**src/rtl/fpu_pkg.sv**
```systemverilog
// Shared FPU definitions: rounding-mode encodings, the 3-bit mode type and the
// fround stage-1 control payload. Flag fields exist only with FROUND_FLAGS_EN.
package fpu_pkg;

   typedef enum logic [2:0] {
      RM_RNE = 3'b000,
      RM_RTZ = 3'b001,
      RM_RDN = 3'b010,
      RM_RUP = 3'b011,
      RM_RMM = 3'b100,
      RM_DYN = 3'b111
   } rm_e;

   // Control half of the stage-1 register; the width-dependent sum and
   // exponent are held beside it in the rounder itself.
   typedef struct packed {
      logic sign;
      rm_e  mode;
`ifdef FROUND_FLAGS_EN
      logic nx;
      logic rm_err;
`endif
   } s1_ctrl_t;

   // A DYN selector takes the beat's frm; anything outside RNE..RMM after
   // that substitution is treated downstream as reserved.
   function automatic rm_e eff_mode(input logic [2:0] rm, input logic [2:0] frm);
      return (rm == 3'b111) ? rm_e'(frm) : rm_e'(rm);
   endfunction

endpackage

```
**src/rtl/fround_decide.sv**
```systemverilog
// Combinational round-increment decision from mode, sign and lsb/guard/sticky.
// Shared between the floating-point and integer rounders.
module fround_decide
   import fpu_pkg::*;
(
   input  rm_e  mode,
   input  logic sign,
   input  logic lsb,
   input  logic guard,
   input  logic sticky,
   output logic inc,
   output logic rm_err
);

   logic any_round;

   assign any_round = guard | sticky;

   always_comb begin
      inc    = 1'b0;
      rm_err = 1'b0;
      case (mode)
         RM_RNE:  inc = guard & (sticky | lsb);
         RM_RTZ:  inc = 1'b0;
         RM_RDN:  inc = sign & any_round;
         RM_RUP:  inc = ~sign & any_round;
         RM_RMM:  inc = guard;
         // Reserved encodings (and an unresolved DYN) truncate.
         default: rm_err = 1'b1;
      endcase
   end

endmodule

```
**src/rtl/fround_pipe.sv**
```systemverilog
// Two-stage floating-point rounder with valid/ready flow control.
// Define FROUND_FLAGS_EN to compute and pipeline nx_o/of_o/rm_err_o.
//
// Handshake: a beat transfers on a rising edge where valid and ready are both
// high; valid never waits on ready, and a presented output holds until taken.
module fround_pipe
   import fpu_pkg::*;
#(
   parameter int N_INT = 32,
   parameter int N_EXP = 8,
   parameter int N_SIG = 23
) (
   input  logic             clk_i,
   input  logic             rst_n_i,
   input  logic             in_valid_i,
   output logic             in_ready_o,
   input  logic             sign_i,
   input  logic [N_INT-1:0] sig_i,
   input  logic [N_EXP-1:0] exp_i,
   input  logic [2:0]       rm_i,
   input  logic [2:0]       frm_i,
   output logic             out_valid_o,
   input  logic             out_ready_i,
   output logic             sign_o,
   output logic [N_SIG-1:0] sig_o,
   output logic [N_EXP-1:0] exp_o,
   output logic             nx_o,
   output logic             of_o,
   output logic             rm_err_o
);

   localparam int RB_W = N_INT - N_SIG - 1;
   localparam logic [N_EXP-1:0] EXP_ONES = {N_EXP{1'b1}};
   localparam logic [N_EXP-1:0] EXP_MAXF = {{(N_EXP-1){1'b1}}, 1'b0};

   logic v1, v2;
   logic s1_en, s2_en, accept, advance;

   assign s2_en       = ~v2 | out_ready_i;
   assign s1_en       = ~v1 | s2_en;
   assign accept      = in_valid_i & s1_en;
   assign advance     = v1 & s2_en;
   assign in_ready_o  = s1_en;
   assign out_valid_o = v2;

   // Stage 1: mode resolution, increment decision and fraction sum
   rm_e            mode;
   logic           lsb, guard, sticky, inc, dec_err;
   logic [N_SIG:0] sum_d;

   assign mode   = eff_mode(rm_i, frm_i);
   assign lsb    = sig_i[RB_W];
   assign guard  = sig_i[RB_W-1];
   assign sticky = |sig_i[RB_W-2:0];

   fround_decide u_decide (
      .mode   (mode),
      .sign   (sign_i),
      .lsb    (lsb),
      .guard  (guard),
      .sticky (sticky),
      .inc    (inc),
      .rm_err (dec_err)
   );

   assign sum_d = {1'b0, sig_i[N_INT-2 -: N_SIG]} + {{N_SIG{1'b0}}, inc};

   s1_ctrl_t       ctrl1;
   logic [N_EXP-1:0] exp1;
   logic [N_SIG:0]   sum1;

   always_ff @(posedge clk_i or negedge rst_n_i) begin
      if (!rst_n_i) begin
         v1    <= 1'b0;
         ctrl1 <= '0;
         exp1  <= '0;
         sum1  <= '0;
      end else begin
         if (s1_en) v1 <= in_valid_i;
         if (accept) begin
            ctrl1.sign <= sign_i;
            ctrl1.mode <= mode;
`ifdef FROUND_FLAGS_EN
            ctrl1.nx     <= |sig_i[RB_W-1:0];
            ctrl1.rm_err <= dec_err;
`endif
            exp1 <= exp_i;
            sum1 <= sum_d;
         end
      end
   end

   // Stage 2: exponent adjust and overflow saturation
   logic             carry, ovf, use_inf;
   logic [N_EXP-1:0] exp_inc, exp_pk;
   logic [N_SIG-1:0] sig_pk;

   always_comb begin
      carry   = sum1[N_SIG];
      exp_inc = exp1 + {{(N_EXP-1){1'b0}}, carry};
      // exp1 all ones wraps exp_inc on carry, so test the input exponent too
      ovf     = (exp1 == EXP_ONES) | (exp_inc == EXP_ONES);
      use_inf = 1'b0;
      case (ctrl1.mode)
         RM_RNE, RM_RMM: use_inf = 1'b1;
         RM_RDN:         use_inf = ctrl1.sign;
         RM_RUP:         use_inf = ~ctrl1.sign;
         default:        use_inf = 1'b0;
      endcase
      exp_pk = exp_inc;
      sig_pk = sum1[N_SIG-1:0];
      if (ovf) begin
         if (use_inf) begin
            exp_pk = EXP_ONES;
            sig_pk = '0;
         end else begin
            exp_pk = EXP_MAXF;
            sig_pk = '1;
         end
      end
   end

   always_ff @(posedge clk_i or negedge rst_n_i) begin
      if (!rst_n_i) begin
         v2     <= 1'b0;
         sign_o <= 1'b0;
         sig_o  <= '0;
         exp_o  <= '0;
      end else begin
         if (s2_en) v2 <= v1;
         if (advance) begin
            sign_o <= ctrl1.sign;
            sig_o  <= sig_pk;
            exp_o  <= exp_pk;
         end
      end
   end

`ifdef FROUND_FLAGS_EN
   always_ff @(posedge clk_i or negedge rst_n_i) begin
      if (!rst_n_i) begin
         nx_o     <= 1'b0;
         of_o     <= 1'b0;
         rm_err_o <= 1'b0;
      end else if (advance) begin
         nx_o     <= ctrl1.nx | ovf;
         of_o     <= ovf;
         rm_err_o <= ctrl1.rm_err;
      end
   end

   logic unused_ok;
   assign unused_ok = sig_i[N_INT-1];
`else
   assign nx_o     = 1'b0;
   assign of_o     = 1'b0;
   assign rm_err_o = 1'b0;

   // Implied-one bit and the reserved-mode indication have no consumer here.
   logic unused_ok;
   assign unused_ok = sig_i[N_INT-1] ^ dec_err;
`endif

endmodule

```
**config.mk**
```make
export PLATFORM = sky130hd
export DESIGN_NAME = fround_pipe
export DESIGN_NICKNAME = d
export VERILOG_FILES = /design/src/rtl/fpu_pkg.sv /design/src/rtl/fround_decide.sv /design/src/rtl/fround_pipe.sv
export SDC_FILE = /design/constraint.sdc
export NUM_CORES = 1
export LEC_CHECK = 0
export ABC_AREA = 0
export CORE_MARGIN = 4
export CORE_UTILIZATION = 35
export DETAILED_ROUTE_END_ITERATION = 16
export GPL_TIMING_DRIVEN = 0
export SETUP_SLACK_MARGIN = 0.3
export SYNTH_ARGS = -nofsm -noshare
export SYNTH_HDL_FRONTEND = slang
export SYNTH_SLANG_ARGS = --single-unit
```
**constraint.sdc**
```tcl
create_clock -name clk_i -period 2.55 [get_ports clk_i]
set_input_delay 0.3825 -clock clk_i [delete_from_list [all_inputs] [get_ports clk_i]]
set_output_delay 0.3825 -clock clk_i [all_outputs]
set_load 0.005 [all_outputs]
```
==> results of run 1 <==
## metal layers
layer  wire, µm  track usage  vias to the layer above
li1           -            -                     1506
met1       4110        0.200                     1467
met2       4580        0.256                       68
met3        501       0.0299                        7
met4        128       0.0604                        0
met5          0            0                        -
## logic make-up (layout without fill, tap and decap cells)
logic type / Yosys count / after routing / share of synthesized area
buf+inv: 28 / 140 / 0.0478
flops: 70 / 70 / 0.496
simple gates: 125 / 125 / 0.161
other cells: 1 / 3 / 0.00106
fa+ha+maj: 4 / 4 / 0.0142
xor+xnor: 25 / 25 / 0.0620
compound gates: 97 / 97 / 0.177
mux: 13 / 13 / 0.0414
## area by class of cell
cell class | instances | area share
multi-input combinational | 267 | 0.371
sequential | 70 | 0.342
timing repair buffer | 98 | 0.184
buffer | 24 | 0.0337
clock buffer | 13 | 0.0330
tap | 133 | 0.0325
inverter | 4 | 0.00293
clock inverter | 1 | 0.000976
## report_power, final
part	internal (mW)	total [mW]	switching, mW	leakage, nW
sequential	1.30	1.43	0.131	0.823
clock	0.421	0.799	0.377	0.0914
combinational	0.486	0.889	0.403	1.16
total	2.21	3.12	0.911	2.08
## state kept, by name (all words and copies together) (netlist names)
signal and flops:
out_valid_o 1, v1 1, exp_o 8, sig_o 23
exp1 8, ctrl1 4, sum1 24, sign_o 1
## what timing repair did
action	CTS	global route
buffers inserted	8	5
setup endpoints to repair	42	42
pin swaps	15	19
cloned	0	2
gates resized for setup	37	59
## worst register-to-register path, cell delays in order (launching register included)
cell	delay [ns]
dfrtp_1	0.40
ha_2	0.21
ha_2	0.21
xnor2_2	0.17
o41ai_4	0.46
a41oi_4	0.29
buf_4	0.25
a21oi_1	0.14
## worst min-delay path by stage
stage / start / to / slack (ns) / depth (start not counted)
after global placement: sum1[20] / sum1[20] / 0.46 / 2
after CTS: rst_n_i / exp1[3] / 0.20 / 1
after floorplan: rst_n_i / ctrl1[0] / 0.09 / 0
after detailed placement: sum1[20] / sum1[20] / 0.47 / 2
after global routing: rst_n_i / exp1[1] / 0.25 / 1
final: rst_n_i / exp1[1] / 0.17 / 1
## cell usage in the layout, fill, tap and decap left out, types with 3 or more instances in the layout
| cell | synthesis | final |
|---|---|---|
| and3_1 | 4 | 4 |
| nand4_1 | 7 | 7 |
| a31oi_1 | 4 | 4 |
| o31ai_1 | 24 | 7 |
| o21ai_0 | 31 | 22 |
| o21ai_1 | 0 | 7 |
| conb_1 | 1 | 3 |
| xor2_1 | 18 | 17 |
| nand2b_1 | 4 | 3 |
| mux2_2 | 13 | 13 |
| dfrtp_1 | 70 | 70 |
| nor2_1 | 36 | 34 |
| clkbuf_1 | 10 | 10 |
| nand2_1 | 43 | 43 |
| clkdlybuf4s50_1 | 0 | 68 |
| clkbuf_8 | 0 | 12 |
| a21oi_1 | 27 | 24 |
| a21oi_2 | 0 | 3 |
| dlymetal6s2s_1 | 0 | 6 |
| nand3_2 | 0 | 4 |
| buf_4 | 4 | 21 |
| o31ai_2 | 0 | 17 |
| nand3_1 | 20 | 15 |
| inv_1 | 4 | 3 |
| xnor2_1 | 7 | 6 |
| buf_6 | 6 | 8 |
| clkdlybuf4s15_1 | 0 | 3 |
| clkbuf_2 | 0 | 3 |
## stage by stage
stage / setup WS, ns / instances
finish: 0.344 / 610
global route: 0.272 / 610
detailed placement: -0.505 / 581
CTS: 0.290 / 603
global placement: -1.26 / 581
floorplan: 0.303 / 365
==> flow_metrics.py, run 1 <==
metrics = {
    "status": {
        "status": "finished clean",
    },
    "worst_setup_path": {
        "worstReg2RegStart": "exp1[0]",
        "slowest_delay_ns": 0.45,
        "crit_arrival_ns": 2.46,
        "crit_type": "flip-flop to flip-flop",
        "path_depth": 7,
        "crit_end": "sig_o[21]",
        "crit_family": "compound AO/OA/AOI/OAI gates",
        "crit_chain": "ha_2 -> ha_2 -> xnor2_2 -> o41ai_4 -> a41oi_4 -> buf_4 -> a21oi_1",
        "rr_worst_depth": 7,
        "path_buf_inv": 1,
        "reg2reg_slack_ns": 0.34,
        "setup.worst_path.end_class": "flip-flop",
        "crit_start": "exp1[0]",
        "critical_path.most_common_cell": "ha_2",
        "cp.required_ns": 2.80,
        "critPathLaunchType": "flip-flop",
        "timing.rr.end": "sig_o[21]",
        "cp_max_fo": 7,
        "critPathSlowestCell": "o41ai_4",
    },
    "timing": {
        "fin_crit_sh": 0.865,
        "clock_skew_ns": 0.00568,
        "fin_hold_ws_ns": 0.169,
        "tightest_slew_ns": 0.869,
        "relSlewSlack": 0.421,
        "fin_tns_setup_ns": 0,
        "final_max_slew_viol_count": 0,
        "setup_viol": 0,
        "rsz0062_at_grt": "yes",
        "timing.fmax_ghz": 0.453,
        "min_period_ns": 2.21,
        "finalHoldViolCount": 0,
    },
    "cells_and_area": {
        "antenna_cells": 0,
        "fin_nets": 529,
        "nFillCells": 927,
        "stdcell_area_um2": 5130,
        "syn_to_final_growth_pct": 45.1,
        "multi_input_area_um2": 1900,
        "layout-drive-gt1-share": 0.231,
        "final_core_util": 0.522,
        "regArea_um2": 1750,
    },
    "detailed_routing": {
        "wl_per_cell_um": 15.3,
        "vias_per_cell": 5.00,
        "drc_errors": 0,
        "wirelength_um": 9320,
        "ant_nets": 0,
        "drt_first_iter_violations": 136,
        "vias": 3048,
        "drt_pass1_iterations": 4,
    },
    "clock_tree": {
        "cts_hold_buf": 0,
        "ctsHtreeMaxLevel": 3,
        "numCtsBuffers": 9,
        "clkLatencyLatePin_ns": 0.33,
        "clk_root_buffer_cell": "clkbuf_8",
        "cts_sinks": 70,
        "cts_tree": "built",
        "cts.path.max_buffers": 2,
        "path_clk_slew_ns": 0.07,
    },
    "power_and_ir_drop": {
        "p_leak_nw": 2.08,
        "finalPower_mw": 3.12,
        "power.density_nw_per_um2": 609,
        "peakVddDrop_v": 0.000269,
    },
    "logic_synthesis": {
        "ys_ff_latch": 70,
        "ys_top_cells_by_count": "dfrtp_1 (70), nand2_1 (43), nor2_1 (36)",
        "yosysWarningCount": 0,
        "synth_top_area_frac": 0.496,
        "yosysUniqueCellTypes": 40,
        "synth_cells": 363,
        "synth_top_area_cell": "dfrtp_1",
        "synth_edf_count": 0,
        "synth_flop_cell": "dfrtp_1",
        "synthArstFlopShare": 1.00,
        "ys_seq_area_frac": 0.496,
        "synth_most_common_cell": "dfrtp_1",
        "avgSynthCellArea_um2": 9.73,
        "synth.area.top_cells": "dfrtp_1 (50%), o31ai_1 (5.1%), nand2_1 (4.6%)",
        "syn_area_um2": 3530,
    },
    "floorplan": {
        "rows": 36,
        "dieWidth_um": 108,
        "die-height_um": 108,
        "io_pins": 88,
        "dieArea_um2": 11800,
        "start_util": 0.360,
        "core_area_um2": 9820,
    },
    "global_route": {
        "grt_pass1_wl_um": 14100,
        "grt_pass1_vias": 2904,
        "overflow": 0,
        "grt_max_degree": 71,
        "antenna_found_initial": 0,
        "grt_usage": 0.155,
    },
    "flow_run": {
        "maxCapViolCount": 0,
    },
    "place": {
        "port-buffer-count": 83,
        "place_area_um2": 4580,
        "hpwlAfterDp_um": 6540,
        "routabilityCongestion": 0.874,
    },
    "hold_path": {
        "hold_class": "primary input to asynchronous set/reset pin",
    },
}
(Power assumes the default switching activity.)
==> run 2: changes to the inputs <==
--- a/config.mk
+++ b/config.mk
@@ -10,6 +10,7 @@
 export CORE_UTILIZATION = 35
 export DETAILED_ROUTE_END_ITERATION = 16
 export GPL_TIMING_DRIVEN = 0
+export HOLD_SLACK_MARGIN = 0.08
 export SETUP_SLACK_MARGIN = 0.3
 export SYNTH_ARGS = -nofsm -noshare
 export SYNTH_HDL_FRONTEND = slang
==> results of run 2 <==
No change in the layout: final DEF, timing and power equal those of run 1.
==> run 3: changes to the inputs <==
--- a/config.mk
+++ b/config.mk
@@ -9,7 +9,6 @@
 export CORE_MARGIN = 4
 export CORE_UTILIZATION = 35
 export DETAILED_ROUTE_END_ITERATION = 16
-export GPL_TIMING_DRIVEN = 0
 export HOLD_SLACK_MARGIN = 0.08
 export SETUP_SLACK_MARGIN = 0.3
 export SYNTH_ARGS = -nofsm -noshare
==> flow_metrics.py, run 3 (synthesis results as in run 1) <==
metrics = {
    "worst_setup_path": {
        "rr_worst_depth": 5,
        "worstReg2RegStart": "exp1[2]",
        "setup.worst_path.end_class": "flip-flop",
        "crit_type": "flip-flop to flip-flop",
        "cp_max_fo": 11,
        "cp.required_ns": 2.77,
        "reg2reg_slack_ns": 0.38,
        "critPathLaunchType": "flip-flop",
        "crit_arrival_ns": 2.39,
        "timing.rr.end": "sig_o[19]",
    },
    "cells_and_area": {
        "layout-drive-gt1-share": 0.220,
        "final_cell_mix": "dfrtp_1 (70), clkdlybuf4s50_1 (69), nand2_1 (41), nor2_1 (34), a21oi_1 (25)",
        "layout_commonest_cell": "dfrtp_1",
        "antenna_cells": 0,
        "finalNonFillerCells": 605,
        "reg_top3": "sum1 (24), sig_o (23)",
        "nFillCells": 941,
        "regMostFlops": "sum1",
        "fin_nets": 524,
        "largest_reg_flops": 24,
        "syn_to_final_growth_pct": 46.4,
    },
    "clock_tree": {
        "numCtsBuffers": 9,
        "clk_root_buffer_cell": "clkbuf_8",
        "path_clk_slew_ns": 0.07,
        "cts_tree": "built",
        "cts.path.max_buffers": 2,
        "clkLatencyLatePin_ns": 0.34,
        "ctsHtreeMaxLevel": 3,
        "cts_sinks": 70,
    },
    "timing": {
        "timing.fmax_ghz": 0.460,
        "fin_crit_sh": 0.852,
        "clock_skew_ns": 0.00622,
        "final_max_slew_viol_count": 0,
        "rsz0062_at_grt": "yes",
        "min_period_ns": 2.17,
        "setup_viol": 0,
        "relSlewSlack": 0.595,
        "finalHoldViolCount": 0,
        "tightest_slew_ns": 0.607,
        "fin_hold_ws_ns": 0.436,
    },
    "power_and_ir_drop": {
        "power_frac_clock": 0.257,
        "power.density_nw_per_um2": 611,
        "p_leak_nw": 2.07,
        "comb_power_share": 0.288,
        "p_sw_mw": 0.949,
        "power_frac_seq": 0.455,
        "switching_share": 0.300,
        "p_int_mw": 2.21,
        "finalPower_mw": 3.16,
        "peakVddDrop_v": 0.000229,
    },
    "global_route": {
        "grt_pass1_vias": 2966,
        "grt_usage": 0.163,
        "overflow": 0,
        "grt_max_degree": 46,
        "grt_pass1_wl_um": 14900,
        "antenna_found_initial": 0,
    },
    "hold_path": {
        "hold_class": "primary input to flip-flop",
        "min_to": "ctrl1[1]",
        "hp-start": "frm_i[1]",
        "min_path_cells": 3,
    },
    "flow_run": {
        "maxCapViolCount": 0,
    },
    "place": {
        "hpwlAfterDp_um": 6020,
        "routabilityCongestion": 0.832,
        "dp_cells": 574,
        "port-buffer-count": 83,
    },
    "floorplan": {
        "dieArea_um2": 11800,
        "die-height_um": 108,
        "io_pins": 88,
        "dieWidth_um": 108,
        "core_area_um2": 9820,
        "start_util": 0.360,
        "rows": 36,
    },
    "status": {
        "status": "finished clean",
    },
    "detailed_routing": {
        "ant_nets": 0,
        "drc_errors": 0,
        "vias_per_cell": 5.10,
        "drt_pass1_iterations": 4,
        "drt_first_iter_violations": 94,
        "wl_per_cell_um": 16.8,
        "wirelength_um": 10100,
        "vias": 3083,
    },
}
-- run 3: layer usage --
metal / global-route usage / wire length [µm] / vias up / share of wire
li1: - / - / 1511 / -
met1: 0.214 / 4390 / 1475 / 0.43
met2: 0.263 / 5000 / 81 / 0.49
met3: 0.0388 / 530 / 16 / 0.052
met4: 0.0622 / 216 / 0 / 0.021
met5: 0 / 0 / - / 0
-- run 3: layout make-up --
class | instances | area (µm²) | area share
repair buffers | 112 | 1090 | 0.210
flip-flops and latches | 70 | 1750 | 0.339
clock buffers | 13 | 169 | 0.0327
multi-input cells | 272 | 1980 | 0.383
well taps | 133 | 166 | 0.0322
inverters | 4 | 15.0 | 0.00290
clock inverters | 1 | 5.00 | 0.000968
-- run 3: worst max-delay path, cell delays in order, from the launching register on --
cell	delay, ns
dfrtp_1	0.59
nand3_1	0.18
xor2_2	0.24
o41a_2	0.67
o31ai_1	0.26
a21oi_1	0.11
-- run 3: per-stage QoR --
| stage | setup TNS (ns) | area [µm²] | setup WS (ns) | util |
|---|---|---|---|---|
| 3_3_place_gp | -4.72 | 4580 | -0.307 | 0.466 |
| 4_1_cts | 0 | 5000 | 0.304 | 0.509 |
| 3_5_place_dp | -5.34 | 4580 | -0.351 | 0.466 |
| 6_report | 0 | 5170 | 0.377 | 0.527 |
| 2_1_floorplan | 0 | 3580 | 0.303 | - |
| 5_1_grt | 0 | 5170 | 0.271 | 0.527 |
-- run 3: repair_timing --
action	CTS	global route
endpoints found under the setup margin	42	43
buffers inserted	10	1
pin swaps	19	20
cloned	2	3
endpoints found under the hold margin	25	0
resized for setup	37	39
hold buffers	1	0
-- run 3: how the worst max path moves through the flow --
stage,cells past startpoint,from,slack [ns],end
after floorplan,12,frm_i[0],0.30,sum1[18]
after global placement,13,rm_i[1],-0.31,sum1[12]
after detailed placement,14,frm_i[0],-0.35,sum1[10]
after CTS,14,frm_i[0],0.30,sum1[12]
after global routing,12,sig_i[1],0.27,sum1[15]
final,5,exp1[2],0.38,sig_o[19]
-- run 3: power by group through the flow --
stage                     logic, mW  registers, mW  clock network, mW
after floorplan               0.372           1.43                  0
after global placement        0.786           1.44                  0
after detailed placement      0.800           1.45                  0
after CTS                     0.866           1.43              0.826
after global routing          0.993           1.47              0.870
final                         0.911           1.44              0.811
==> RTL edit 1: new RTL, config.mk and constraints of run 1 <==
Add a define of `FROUND_FLAGS_EN`.
--- a/src/rtl/fpu_pkg.sv
+++ b/src/rtl/fpu_pkg.sv
@@ -1,5 +1,7 @@
 // Shared FPU definitions: rounding-mode encodings, the 3-bit mode type and the
 // fround stage-1 control payload. Flag fields exist only with FROUND_FLAGS_EN.
+`define FROUND_FLAGS_EN
+
 package fpu_pkg;
 
    typedef enum logic [2:0] {
Behaviour: not the same (Yosys sat finds a counterexample within 4 cycles, from zero or initial values and one cycle with rst_n_i low).
==> RTL edit 1 against run 1 <==
Wire length increased by 6.7%. Largest cell class unchanged. The flow now finishes with violations (negative setup slack). Total power increased by 17%. Setup slack got worse by 350 ps. Global-route usage increased by 0.48 points. Area after synthesis increased by 6.2%. Hold slack improved by 260 ps. Count of clock-buffer cells in the layout decreased by 2. Synthesized cell count increased by 5.5%. Final area increased by 8.3%. Sequential cell count increased by 5.
==> RTL edit 1: results (changes against run 1) <==
metric,value,unit,change
grt_max_degree,62,,was 71
status,"finished, violations left",,"was complete, no violations"
dpl-instance-area,4860,µm²,was 4580 µm²
drive_above_1_share,22.7,%,was 23.1%
yosys-top-cells-count,"dfrtp_1, nand2_1, nor2_1",,unchanged
synthAdderAreaFrac,1.67,%,was 1.42%
cpPeakStageDelay,510,ps,was 450 ps
slowest_stage,or4_1,,was o41ai_4
clk-insertion-delay-late,340,ps,
skew,8.38,ps,was 5.68 ps
synth_cell_type_count,44,,was 40
seq-power,1.56,mW,was 1.43 mW
async_flop_share,100,%,unchanged
p_int,2.62,mW,was 2.21 mW
worst_pin_slew,542,ps,was 869 ps
met2_usage,26.1,%,was 25.6%
track_usage,16.0,%,was 15.5%
synth_mux_area_share,3.60,%,was 4.14%
crit_arrival,2760,ps,was 2460 ps
wl_met2,4750,µm,was 4580 µm
peakVddDrop,0.298,mV,was 0.269 mV
place.gp.congestion,0.801,,was 0.874
p_leak,2.29,nW,was 2.08 nW
comb_cell_power,1.04,mW,was 889 µW
critical-path-top-delay-family,simple AND/OR/NAND/NOR gates,,was compound AO/OA/AOI/OAI gates
grt_use_met1,21.5,%,was 20.0%
fin_ws,-2.37,ps,was 344 ps
dp.cells,606,,was 581
grt_pass1_wl,16100,µm,was 14100 µm
synth.top_cells.by_area,"dfrtp_1, nand2_1, xnor2_1",,"was dfrtp_1, o31ai_1, nand2_1"
dpl.hpwl,7030,µm,was 6540 µm
fin_tns_setup,-2.37,ps,was 0 ps
grt_pass1_vias,3186,,was 2904
port_buffers,86,,was 83
drt_iter0_drc,106,,was 136
dp_slack,-714,ps,was -505 ps
layout.nets,564,,was 529
layoutNonFillerInstCount,648,,was 610
netSwitchingPower,1.02,mW,was 911 µW
finalSetupViolCount,1,,was 0
synth_xor_xnor_area_share,6.30,%,was 6.20%
grtUsageMet3,2.77,%,was 2.99%
violations,negative setup slack,,
seq_area_frac_synth,50.0,%,was 49.6%
[RTL edit 1: cell types whose count changed in the layout (fill, tap and decap cells not counted), moves of 11 or more]
| cell | change |
|---|---|
| xor2_1 | -12 |
| a21oi_1 | -21 |
| a21oi_2 | +19 |
| clkdlybuf4s50_1 | +11 |
| nand3_1 | +15 |
| xnor2_1 | +15 |
| o31ai_2 | -17 |
| o21ai_0 | -12 |
[RTL edit 1: what timing repair did]
action / in CTS / in global routing
hold buffers: 1 / 0
pin swaps: 19 / 26
endpoints found under the setup margin: 53 / 52
resized for setup: 41 / 19
endpoints found under the hold margin: 14 / 0
setup buffers: 13 / 10
cloned: 3 / 0
[RTL edit 1: worst register-to-register path, cell delays in order, from the launching register on]
cell and delay (ps):
dfrtp_1 430, ha_4 190, ha_4 260, nand4_1 170, buf_4 200, nor3_4 220
a2bb2oi_4 200, o22ai_4 110, buf_12 150, buf_12 120, buf_16 130, a21oi_2 100
[RTL edit 1: final timing paths]
path / from / endpoint / slack, ps / cells after the start
min: rst_n_i / of_o / 430 / 2
max reg2reg: sum1[23] / sig_o[19] / 210 / 11
min reg2reg: ctrl1[0] / rm_err_o / 480 / 2
min in group clk_i: rm_i[0] / ctrl1[2] / 460 / 3
max in group asynchronous: rst_n_i / sig_o[3] / 1560 / 3
max: sig_i[2] / sum1[14] / -2 / 12
[RTL edit 1: final cells by class]
type / count / area [µm²]
buffer: 20 / 113
tap: 136 / 170
clock inverter: 4 / 73.8
fill: 956 / 4820
timing repair buffer: 114 / 1170
sequential: 75 / 1880
multi-input combinational: 281 / 1970
inverter: 7 / 28.8
clock buffer: 11 / 151
[RTL edit 1: kinds of logic after synthesis]
group	Yosys count
simple gates	163
flops	75
compound gates	74
xor+xnor	27
buf+inv	27
mux	12
fa+ha+maj	5
==> RTL edit 2: new RTL, config.mk and constraints of run 1 <==
Made on the original files. The parameter `N_INT` goes from 32 to 48.
--- a/src/rtl/fround_pipe.sv
+++ b/src/rtl/fround_pipe.sv
@@ -6,7 +6,7 @@
 module fround_pipe
    import fpu_pkg::*;
 #(
-   parameter int N_INT = 32,
+   parameter int N_INT = 48,
    parameter int N_EXP = 8,
    parameter int N_SIG = 23
 ) (
Interface: changed (resized sig_i); port bits go from 88 to 104. No check against the original RTL was run, so the function may have changed too.
==> RTL edit 2 against run 1 <==
Hold slack worse by 23 ps. Wire length down 1.6%. Core utilization up 2.7 points. Sequential cell count is the same. Total power up 3.0%. Combinational power shrank 12%. Die area fell by 4.4%. Area after synthesis is 4.7% lower. Setup slack lost 40 ps. Final area decreased by 0.51%.
==> RTL edit 2: results (changes against run 1) <==
metric,value,unit,change
place.gp.congestion,0.807,,was 0.874
track_usage,16.4,%,was 15.5%
synth_cell_type_count,41,,was 40
cp_max_fo,10,,was 7
cts_root_buf,clkbuf_8,,unchanged
antenna_cells,0,,unchanged
clockBufferDepth,2,,unchanged
drt_iter0_drc,124,,was 136
dpl-instance-area,4560,µm²,was 4580 µm²
slowest_stage,dfrtp_1,,was o41ai_4
dpl.hpwl,6470,µm,was 6540 µm
peakVddDrop,0.277,mV,was 0.269 mV
async_flop_share,100,%,unchanged
skew,13.4,ps,was 5.68 ps
synth.top_cells.by_area,"dfrtp_1, a221o_1, nand2_1",,"was dfrtp_1, o31ai_1, nand2_1"
seq_area_frac_synth,52.0,%,was 49.6%
synthFlopType,dfrtp_1,,unchanged
post_drt_wl_per_cell,15.7,µm,was 15.3 µm
clk_transition_reported_paths,80,ps,
cpPeakStageDelay,440,ps,
p_leak,2.11,nW,was 2.08 nW
antenna_found_initial,0,,unchanged
ys_warn_count,0,,unchanged
hp-class,in2async,,unchanged
netSwitchingPower,885,µW,was 911 µW
crit_arrival,2470,ps,
cts_buffers,9,,unchanged
yosys-top-cells-count,"dfrtp_1, nand2_1, o21ai_0",,"was dfrtp_1, nand2_1, nor2_1"
num_vias,2941,,was 3048
slew_headroom,42.2,%,was 42.1%
fill_cells,858,,was 927
drive_above_1_share,24.6,%,was 23.1%
grt_pass1_vias,2954,,was 2904
ctsHtreeMaxLevel,3,,unchanged
layout.nets,521,,was 529
largest_registers,"sum1 (24), sig_o (23)",,unchanged
status,"complete, no violations",,unchanged
dr.pass1.iters,5,,was 4
grt_pass1_wl,14500,µm,was 14100 µm
register_area,1750,µm²,unchanged
grt_max_degree,71,,unchanged
port_buffers,99,,was 83
clk-insertion-delay-late,350,ps,was 330 ps
[RTL edit 2: changes by cell type after synthesis, sizes merged, moves of 3 or more]
cell / change
a21oi: -26
a221o: +23
o31ai: -23
nor2: -15
nand3: -9
buf: -4
nand2: +4
nor4: +4
xnor2: +3
[RTL edit 2: metal layers]
layer | global-route usage, % | vias to the layer above | share of wire [%]
li1 | - | 1416 | -
met2 | 27.6 | 96 | 49
met4 | 6.85 | 0 | 1.9
met1 | 20.2 | 1416 | 43
met3 | 3.70 | 13 | 6.0
met5 | 0 | - | 0
[RTL edit 2: timing repair]
action | in CTS | in global routing
buffers inserted | 15 | 5
gates resized for setup | 77 | 59
setup endpoints to repair | 47 | 35
gates cloned | 1 | 1
pin swaps | 26 | 26
[RTL edit 2: cell type report]
type	instances	area share [%]
Clock inverter	7	1.91
Buffer	18	2.36
Inverter	2	0.147
Tap cell	129	3.16
Multi-Input combinational cell	228	34.1
Sequential cell	70	34.3
Clock buffer	9	2.43
Timing Repair Buffer	121	21.6
[RTL edit 2: power groups by stage]
stage / Sequential, mW / Clock, mW / Combinational (mW)
final: 1.44 / 0.999 / 0.779
after global placement: 1.45 / 0 / 0.744
after global routing: 1.47 / 1.07 / 0.851
after CTS: 1.44 / 1.01 / 0.767
after floorplan: 1.43 / 0 / 0.309
after detailed placement: 1.46 / 0 / 0.750
[RTL edit 2: final timing paths]
check | slack [ps] | depth (start not counted) | start | to
worst max-delay path | 300 | 10 | exp1[0] | sig_o[21]
worst min-delay path | 150 | 1 | rst_n_i | exp1[4]
worst max register to register | 300 | 10 | exp1[0] | sig_o[21]
worst min register to register | 480 | 2 | sum1[7] | sum1[7]
max in group asynchronous | 1840 | 1 | rst_n_i | sum1[20]
min in group clk_i | 390 | 3 | rm_i[1] | ctrl1[1]
[RTL edit 2: critical path, delay by kind of cell, from the launching register on]
family | cells | cell delay [ps]
flip-flops | 1 | 440
AO/OA/AOI/OAI | 5 | 930
buffers and inverters | 3 | 440
AND/OR/NAND/NOR | 1 | 110
adder cells (fa/ha/maj) | 1 | 210
[RTL edit 2: kinds of logic (layout without fill, tap and decap cells)]
family                     Yosys count  count (layout)  share of synthesized area (%)
AOI/OAI and AO/OA                   69              69                           15.8
buffers and inverters               20             157                           3.46
adders and majority gates            4               4                           1.49
DFF                                 70              70                           52.0
and+or+nand+nor                    113             113                           15.9
muxes                               12              12                           4.01
other                                1               3                          0.111
xor gates and xnor gates            27              27                           7.25
[RTL edit 2: stage by stage]
stage / power [mW] / instances / setup WS [ps] / setup TNS, ps
floorplan: 1.74 / 318 / 299 / 0
global placement: 2.19 / 546 / -1230 / -93040
detailed placement: 2.21 / 546 / -727 / -10300
CTS: 3.22 / 578 / 290 / 0
global route: 3.39 / 584 / 231 / 0
finish: 3.22 / 584 / 304 / 0
